==> src/rtl/tape_recorder_if.sv <==
// Buffer write port of the tape recorder: address, decoded byte and a one-cycle strobe.
interface tape_recorder_if;
   logic [15:0] wr_addr;
   logic [7:0]  wr_data;
   logic        wr_en;

   modport master (output wr_addr, output wr_data, output wr_en);
   modport slave  (input wr_addr, input wr_data, input wr_en);
endinterface

==> src/rtl/tape_recorder.sv <==
// Cassette tape-out capture: measures rising-edge periods in microseconds, decodes
// start/data/parity/stop frames and writes each byte into a 64 KiB capture buffer.
module tape_recorder #(
   parameter int CLK_MHZ   = 24,
   parameter int MIN_US    = 100,
   parameter int THRESH_US = 312,
   parameter int MAX_US    = 1000
) (
   input  logic                   clk_sys,
   input  logic                   reset,
   input  logic                   en,
   input  logic                   clear,
   input  logic                   tape_out,
   tape_recorder_if.master        wr,
   output logic [15:0]            tape_end,
   output logic [16:0]            byte_count,
   output logic                   full,
   output logic                   parity_err,
   output logic                   active
);

   localparam int TICK_W = (CLK_MHZ > 1) ? $clog2(CLK_MHZ) : 1;
   localparam logic [TICK_W-1:0] TICK_LAST  = TICK_W'(CLK_MHZ - 1);
   localparam logic [10:0]       PERIOD_MAX = 11'h7FF;

   typedef enum logic [1:0] {S_HUNT, S_DATA, S_PARITY, S_STOP} state_t;

   function automatic logic [10:0] sat_inc(input logic [10:0] v);
      return (v == PERIOD_MAX) ? v : v + 11'd1;
   endfunction

   // Odd overall parity: the parity bit is 1 when the data holds an even number of ones.
   function automatic logic odd_parity_bit(input logic [7:0] d);
      return ~^d;
   endfunction

   logic [TICK_W-1:0] tick_cnt;
   logic              tick;
   logic              sync_p0, sync_p1, sync_p2;
   logic              edge_p2, accept_p2, timeout_p2;
   logic [10:0]       period_p2;
   logic              bit_vld_p3, bit_p3;
   state_t            state;
   logic              ones_seen;
   logic [2:0]        bit_idx;
   logic [7:0]        shreg;
   logic [15:0]       ptr;

   always_ff @(posedge clk_sys) begin
      if (reset) begin
         tick_cnt <= '0;
         tick     <= 1'b0;
      end else if (tick_cnt == TICK_LAST) begin
         tick_cnt <= '0;
         tick     <= 1'b1;
      end else begin
         tick_cnt <= tick_cnt + 1'b1;
         tick     <= 1'b0;
      end
   end

   // Stages p0..p2: synchronizer and rising-edge detect
   always_ff @(posedge clk_sys) begin
      if (reset) begin
         sync_p0 <= 1'b0;
         sync_p1 <= 1'b0;
         sync_p2 <= 1'b0;
      end else begin
         sync_p0 <= tape_out;
         sync_p1 <= sync_p0;
         sync_p2 <= sync_p1;
      end
   end

   assign edge_p2    = sync_p1 & ~sync_p2;
   assign accept_p2  = edge_p2 && en && (int'(period_p2) >= MIN_US);
   assign timeout_p2 = (int'(period_p2) > MAX_US) || (period_p2 == PERIOD_MAX);

   // Glitch edges leave the period running so the next real edge still sees the full gap.
   always_ff @(posedge clk_sys) begin
      if (reset)          period_p2 <= '0;
      else if (!en)       period_p2 <= '0;
      else if (accept_p2) period_p2 <= '0;
      else if (tick)      period_p2 <= sat_inc(period_p2);
   end

   // Stage p3: bit classification
   always_ff @(posedge clk_sys) begin
      if (reset) bit_vld_p3 <= 1'b0;
      else       bit_vld_p3 <= accept_p2;
   end

   always_ff @(posedge clk_sys) begin
      bit_p3 <= (int'(period_p2) < THRESH_US);
   end

   // Stage p4: frame FSM and buffer write
   always_ff @(posedge clk_sys) begin
      wr.wr_en <= 1'b0;
      if (reset) begin
         state      <= S_HUNT;
         ones_seen  <= 1'b0;
         bit_idx    <= '0;
         ptr        <= '0;
         wr.wr_addr <= '0;
         wr.wr_data <= '0;
         tape_end   <= '0;
         byte_count <= '0;
         full       <= 1'b0;
         parity_err <= 1'b0;
      end else if (clear) begin
         state      <= S_HUNT;
         ones_seen  <= 1'b0;
         ptr        <= '0;
         wr.wr_addr <= '0;
         wr.wr_data <= '0;
         tape_end   <= '0;
         byte_count <= '0;
         full       <= 1'b0;
         parity_err <= 1'b0;
      end else if (!en || timeout_p2) begin
         state     <= S_HUNT;
         ones_seen <= 1'b0;
      end else if (bit_vld_p3) begin
         unique case (state)
            S_HUNT: begin
               if (bit_p3) begin
                  ones_seen <= 1'b1;
               end else if (ones_seen) begin
                  ones_seen <= 1'b0;
                  bit_idx   <= '0;
                  state     <= S_DATA;
               end
            end
            S_DATA: begin
               shreg   <= {bit_p3, shreg[7:1]};
               bit_idx <= bit_idx + 3'd1;
               if (bit_idx == 3'd7) state <= S_PARITY;
            end
            S_PARITY: begin
               if (bit_p3 != odd_parity_bit(shreg)) parity_err <= 1'b1;
               if (!full) begin
                  wr.wr_en   <= 1'b1;
                  wr.wr_addr <= ptr;
                  wr.wr_data <= shreg;
                  tape_end   <= ptr;
                  if (ptr == 16'hFFFF) begin
                     full       <= 1'b1;
                     byte_count <= 17'h10000;
                  end else begin
                     ptr        <= ptr + 16'd1;
                     byte_count <= byte_count + 17'd1;
                  end
               end
               state <= S_STOP;
            end
            S_STOP: begin
               ones_seen <= bit_p3;
               state     <= S_HUNT;
            end
         endcase
      end
   end

   assign active = (state != S_HUNT);

endmodule

==> src/flat_wrapper.sv <==
// flat-port wrapper written by rule: the top's interface ports become plain ports
module tape_recorder_flat 
#(
   parameter int CLK_MHZ   = 24,
   parameter int MIN_US    = 100,
   parameter int THRESH_US = 312,
   parameter int MAX_US    = 1000
)
  (clk_sys, reset, en, clear, tape_out, tape_end, byte_count, full, parity_err, active, wr_wr_addr, wr_wr_data, wr_wr_en);
  tape_recorder_if wr_i ();
  input  logic clk_sys;
  input  logic reset;
  input  logic en;
  input  logic clear;
  input  logic tape_out;
  output logic [15:0] tape_end;
  output logic [16:0] byte_count;
  output logic full;
  output logic parity_err;
  output logic active;
  output wire logic [$bits(wr_i.wr_addr)-1:0] wr_wr_addr;
  output wire logic [$bits(wr_i.wr_data)-1:0] wr_wr_data;
  output wire logic [$bits(wr_i.wr_en)-1:0] wr_wr_en;
  assign wr_wr_addr = wr_i.wr_addr;
  assign wr_wr_data = wr_i.wr_data;
  assign wr_wr_en = wr_i.wr_en;
  tape_recorder #(.CLK_MHZ(CLK_MHZ), .MIN_US(MIN_US), .THRESH_US(THRESH_US), .MAX_US(MAX_US)) u_core (.clk_sys(clk_sys), .reset(reset), .en(en), .clear(clear), .tape_out(tape_out), .wr(wr_i), .tape_end(tape_end), .byte_count(byte_count), .full(full), .parity_err(parity_err), .active(active));
endmodule
==> config.mk <==
export PLATFORM = sky130hd
export DESIGN_NAME = tape_recorder_flat
export DESIGN_NICKNAME = d
export VERILOG_FILES = /design/src/rtl/tape_recorder_if.sv /design/src/rtl/tape_recorder.sv /design/src/flat_wrapper.sv
export SDC_FILE = /design/constraint.sdc
export NUM_CORES = 1
export LEC_CHECK = 0
export BUFFER_PORTS_ARGS = -buffer_cell sky130_fd_sc_hd__buf_2
export CORE_ASPECT_RATIO = 0.6
export CORE_UTILIZATION = 61
export DETAILED_ROUTE_END_ITERATION = 8
export HOLD_SLACK_MARGIN = 0.02
export MAX_ROUTING_LAYER = met4
export PLACE_DENSITY = 0.87
export SLEW_MARGIN = 30
export SYNTH_ARGS = -nofsm -noshare
export SYNTH_HDL_FRONTEND = slang
export SYNTH_SLANG_ARGS = --single-unit
==> constraint.sdc <==
create_clock -name clk_sys -period 4.4 [get_ports clk_sys]
set_clock_uncertainty 0.2 [all_clocks]
set_input_delay 0.88 -clock clk_sys [delete_from_list [all_inputs] [get_ports clk_sys]]
set_output_delay 0.88 -clock clk_sys [all_outputs]
set_load 0.01 [all_outputs]
# Word-level counts from Yosys, hierarchy flattened
# Cells that the tools add are included.
dict set report totals {
  regBits 96
  input_bits 5
  out_inout_bits 61
  word_cells 87
}
dict set report op_classes {
  add_sub_neg 5
  order_cmp 3
  eq_ne 11
  n_mux 14
  bitwise_logic 11
  n_reduce_logical 24
}
# operator count
set ops {}
lappend ops {{17-bit by 1-bit adder with 17-bit output, second input constant} 1}
lappend ops {{17-bit two-way mux} 1}
lappend ops {{16-bit by 1-bit adder with 16-bit output, second input constant} 1}
lappend ops {{16-bit equality test, second input constant} 1}
lappend ops {{4-bit AND reduction} 3}
lappend ops {{11-bit by 1-bit adder with 11-bit output, second input constant} 1}
lappend ops {{11-bit equality test, second input constant} 1}
lappend ops {{11-bit by 7-bit >= comparator with 1-bit output, second input constant} 1}
lappend ops {{11-bit by 10-bit > comparator with 1-bit output, second input constant} 1}
lappend ops {{11-bit by 9-bit < comparator with 1-bit output, second input constant} 1}
lappend ops {{1-bit inverter} 10}
lappend ops {{5-bit AND reduction} 2}
lappend ops {{2-bit one-hot mux with 4 select lines} 1}
lappend ops {{8-bit XNOR reduction} 1}
lappend ops {{2-bit two-way mux} 3}
lappend ops {{3-bit two-way mux} 2}
lappend ops {{3-bit one-hot mux with 2 select lines} 1}
lappend ops {{6-bit AND reduction} 1}
lappend ops {{2-bit nonzero test} 3}
lappend ops {{3-bit OR reduction} 2}
lappend ops {{5-bit by 1-bit adder with 5-bit output, second input constant} 1}
lappend ops {{5-bit equality test, second input constant} 1}
lappend ops {{1-bit two-way mux} 5}
lappend ops {{5-bit OR reduction} 1}
lappend ops {{16 further kinds} 22}

# Longest topological paths before layout
dict set report logic_depth {
  depth_word 5
  mapped_depth 9
  depth_no_buf 7
}

# Worst setup path before layout
# No wires, ideal clock.
dict set report synth_timing {
  kind {input port to flip-flop}
  from {input en}
  to {register u_core.ptr[3]}
  setup_time_ns 0.070
  arrival_ns 2.322
  required_ns 4.130
  slack_ns 1.807
  cell_stages 5
  path_buffers 1
  cell_sequence {or4b_4 -> or2_4 -> buf_6 -> or4_1 -> a21oi_1}
}
dict set report synth_between {
  elab_chain_cells 4
}
# element line
set synth_rtl {}
lappend synth_rtl {{start: declaration} flat_wrapper.sv:13} ;# input logic en;
lappend synth_rtl {{1-bit logical NOT} -}
lappend synth_rtl {{1-bit logical OR} tape_recorder.sv:121} ;# end else if (!en || timeout_p2) begin
lappend synth_rtl {{1-bit inverter (no line)} -}
lappend synth_rtl {{5-bit AND reduction (no line)} -}
lappend synth_rtl {{end signal: assignment} tape_recorder.sv:151} ;# ptr <= ptr + 16'd1;
lappend synth_rtl {{end: declaration} tape_recorder.sv:47} ;# logic [15:0] ptr;
# No other way between the ends.
# A chain may end at the register's enable or synchronous reset.

# Worst setup path in the final report
dict set report layout_timing {
  from {register u_core.state[0]}
  to {register u_core.byte_count[12]}
}
dict set report layout_between {
  elab_chain_cells 2
}
# element line
set layout_rtl {}
lappend layout_rtl {{start: declaration} tape_recorder.sv:43} ;# state_t state;
lappend layout_rtl {{start signal: assignment} tape_recorder.sv:101} ;# state <= S_HUNT;
lappend layout_rtl {{start signal: assignment} tape_recorder.sv:112} ;# state <= S_HUNT;
lappend layout_rtl {{start signal: assignment} tape_recorder.sv:122} ;# state <= S_HUNT;
lappend layout_rtl {{2-bit equality test} tape_recorder.sv:125} ;# unique case (state)
lappend layout_rtl {{4-bit AND reduction (no line)} -}
lappend layout_rtl {{end signal: assignment} tape_recorder.sv:152} ;# byte_count <= byte_count + 17'd1;
lappend layout_rtl {{end: declaration} tape_recorder.sv:16} ;# output logic [16:0] byte_count,
# No other way between the ends.

==> qor.yml <==
fmax_ghz: 0.365
synth_nets: 530
vdd_ir_drop_max_uv: 306
setup_tns_ns: 0
grt_max_degree: 67
yosysWarnings: 0
fin_crit_ns: 2.74
final_area_sq_um: 4960
area_delta_synth_final_pct: 13.0
rr_startpoint: "u_core.state[0]"
cts-root-buf: "clkbuf_16"
netlist_instances: 515
first_global_vias: 3350
htreeDepth: 3
postSynthAreaPerCell_sq_um: 8.52
run_status: "complete, but fails checks"
grt_first_pass_wirelength_mm: 16.0
cp-end-kind: "flip-flop"
crit_fanout: 66
slowest_stage: "or4_1"
antenna_found_initial: 0
cts_setup_buffers: 0
totalWireLength_mm: 9.60
drt_iter0_drc: 311
worstHoldPathType: "flip-flop to flip-flop"
synth_top_area_frac: 0.402
clk_path_buf_depth: 2
routed-via-count: 3944
place_congestion: 0.868
rows: 23
crit_path_max_incr_delay_ns: 0.58
ys_top_cells_by_count: "88 x dfxtp_1, 73 x nand2_1, 63 x a21oi_1"
grt_usage: 0.278
holdBufCountCts: 0
nets: 567
synth.area.top_cells: "dfxtp_1 40%, a21oi_1 7.2%, nand2_1 6.2%"
reg2reg_to: "u_core.byte_count[12]"
holdCritStartpoint: "u_core.sync_p0"
worst_setup_path_start_kind: "flip-flop"
syn_area_sq_um: 4390
slew_headroom: 0.456
synth_most_common_cell: "dfxtp_1"
power_mw: 1.74
max_cap_viol_count: 0
p_leak_nw: 1.81
pin_count: 66
critical_path_class: "flip-flop to flip-flop"
async_flop_share: 0
hold_end: "u_core.sync_p1"
cts_buffers: 9
postLayoutCoreUtil: 0.727
worstPathRequired_ns: 4.47
cts_sinks: 96
rrSetupSlack_ns: 1.66
insertion_delay_ns: 0.34
finalCritPeriodShare: 0.623
setup_viol: 0
placed_area_sq_um: 4610
antennaDiodeCount: 0
place_hpwl_mm: 6.38
slew_viol_final: 0
hold_violations: 0
ant_nets: 0
hold_depth: 1
cts_resized: 0
start_util: 0.643
avgRoutedWirePerCell_um: 14.9
drc_errors: 7
path_cells: "inv_1, ha_1, nand2_1, or4b_4, or2_4, or4_1, a21oi_1"
rsz0062_at_grt: "false"
synth_seq_area_share: 0.456
io_buffers: 65
synth_edf_count: 8
cts_tree: "built"
worst_ep_arrival_time_ns: 2.81
reg2regPathDepth: 7
core_sq_um: 6820
violations: "DRC"
powerDensity_nw_per_um2: 351
dieArea_sq_um: 7540
worstMarginPinSlew_ns: 0.808
die-height_um: 67.7
die_x_um: 111
clkTransAtPathRegs_ns: 0.06
ys_ff_latch: 96
via_per_inst: 6.12
ys_types: 50
drt_pre_antenna_iters: 9
drive_gt1_frac: 0.174
ys.flop_type: "dfxtp_1"
grt-ovfl-total: 0
synth_largest_area_cell: "dfxtp_1"
==> cells in the final DEF (no fill, tap or decap), types with 2 or more instances in the layout <==
master	Yosys	layout
a211oi_1	4	3
a21oi_1	63	63
a31o_2	4	4
a31oi_1	7	7
a41o_1	2	2
and2_1	2	2
and3_1	4	4
and4_1	4	4
buf_2	6	65
buf_4	17	3
bufinv_16	0	2
clkbuf_16	0	9
dfxtp_1	88	88
edfxtp_1	8	8
ha_1	10	10
inv_1	11	11
mux2i_1	5	5
nand2_1	73	73
nand2b_1	5	5
nand3_1	21	21
nand4_1	18	18
nand4b_1	6	6
nor2_1	40	39
nor2b_1	7	7
nor3_1	6	6
nor4_1	7	6
nor4_2	1	2
o21a_1	2	2
o21ai_0	20	20
o31ai_1	3	3
or3_1	11	11
or4_1	13	13
xnor2_1	8	8
xor2_1	5	5
==> logic make-up (layout without fill, tap and decap cells) <==
logic type      count (synthesis)  count (layout)  synth area share
fa+ha+maj                      10              10            0.0285
simple gates                  223             223             0.260
xor+xnor                       14              14            0.0311
flops                          96              96             0.456
compound gates                114             114             0.150
buf+inv                        53              95            0.0633
mux                             5               5            0.0114
==> per-stage QoR <==
stage	std cells	setup WS [ns]	hold WS [ns]
2_1_floorplan	515	1.81	0.214
3_3_place_gp	628	1.43	0.219
3_5_place_dp	628	1.30	0.225
4_1_cts	644	1.54	0.239
5_1_grt	644	1.55	0.265
6_report	644	1.66	0.235
==> layer usage <==
layer	global-route usage	vias to the layer above	part of all wire
met4	0.0861	0	0.012
li1	-	1905	-
met5	-	-	0
met3	0.0745	17	0.071
met1	0.368	1868	0.47
met2	0.418	154	0.44
==> worst max path at each step <==
| stage | endpoint | depth (start not counted) | slack [ns] | from |
|---|---|---|---|---|
| final | u_core.byte_count[12] | 7 | 1.66 | u_core.state[0] |
| after global routing | u_core.byte_count[15] | 7 | 1.55 | u_core.state[0] |
| after CTS | u_core.wr.wr_data[6] | 8 | 1.54 | u_core.state[0] |
| after detailed placement | u_core.tape_end[9] | 6 | 1.30 | en |
| after global placement | u_core.tape_end[10] | 6 | 1.43 | en |
| after floorplan | u_core.ptr[3] | 5 | 1.81 | en |
==> worst max-delay path, delay by kind of cell, from the launching register on <==
kind / cells / cell delay, ns
simple gates: 4 / 1.68
fa+ha+maj: 1 / 0.18
flops: 1 / 0.33
buf+inv: 1 / 0.09
compound gates: 1 / 0.16
==> sequential cells by signal (all words and copies together) (netlist names), 2 cells and up <==
| signal | cells |
|---|---|
| u_core.bit_idx | 3 |
| u_core.byte_count | 17 |
| u_core.period_p2 | 11 |
| u_core.ptr | 16 |
| u_core.shreg | 8 |
| u_core.state | 2 |
| u_core.tape_end | 16 |
| u_core.tick_cnt | 5 |
| u_core.wr.wr_data | 8 |
==> power breakdown <==
part | internal [mW] | total [mW] | switching [mW] | leakage, nW
logic | 0.00718 | 0.0248 | 0.0176 | 0.870
clock network | 0.513 | 0.832 | 0.319 | 0.156
registers | 0.882 | 0.885 | 0.00219 | 0.781
==> area by class of cell <==
type / instances / area, sq um
Multi-Input combinational cell: 366 / 2130
Sequential cell: 96 / 2000
Fill cell: 520 / 1860
Timing Repair Buffer: 68 / 348
Clock buffer: 11 / 243
Tap cell: 87 / 109
Clock inverter: 5 / 81.3
Inverter: 11 / 41.3
No activity file was read; power rests on OpenSTA's default activity.
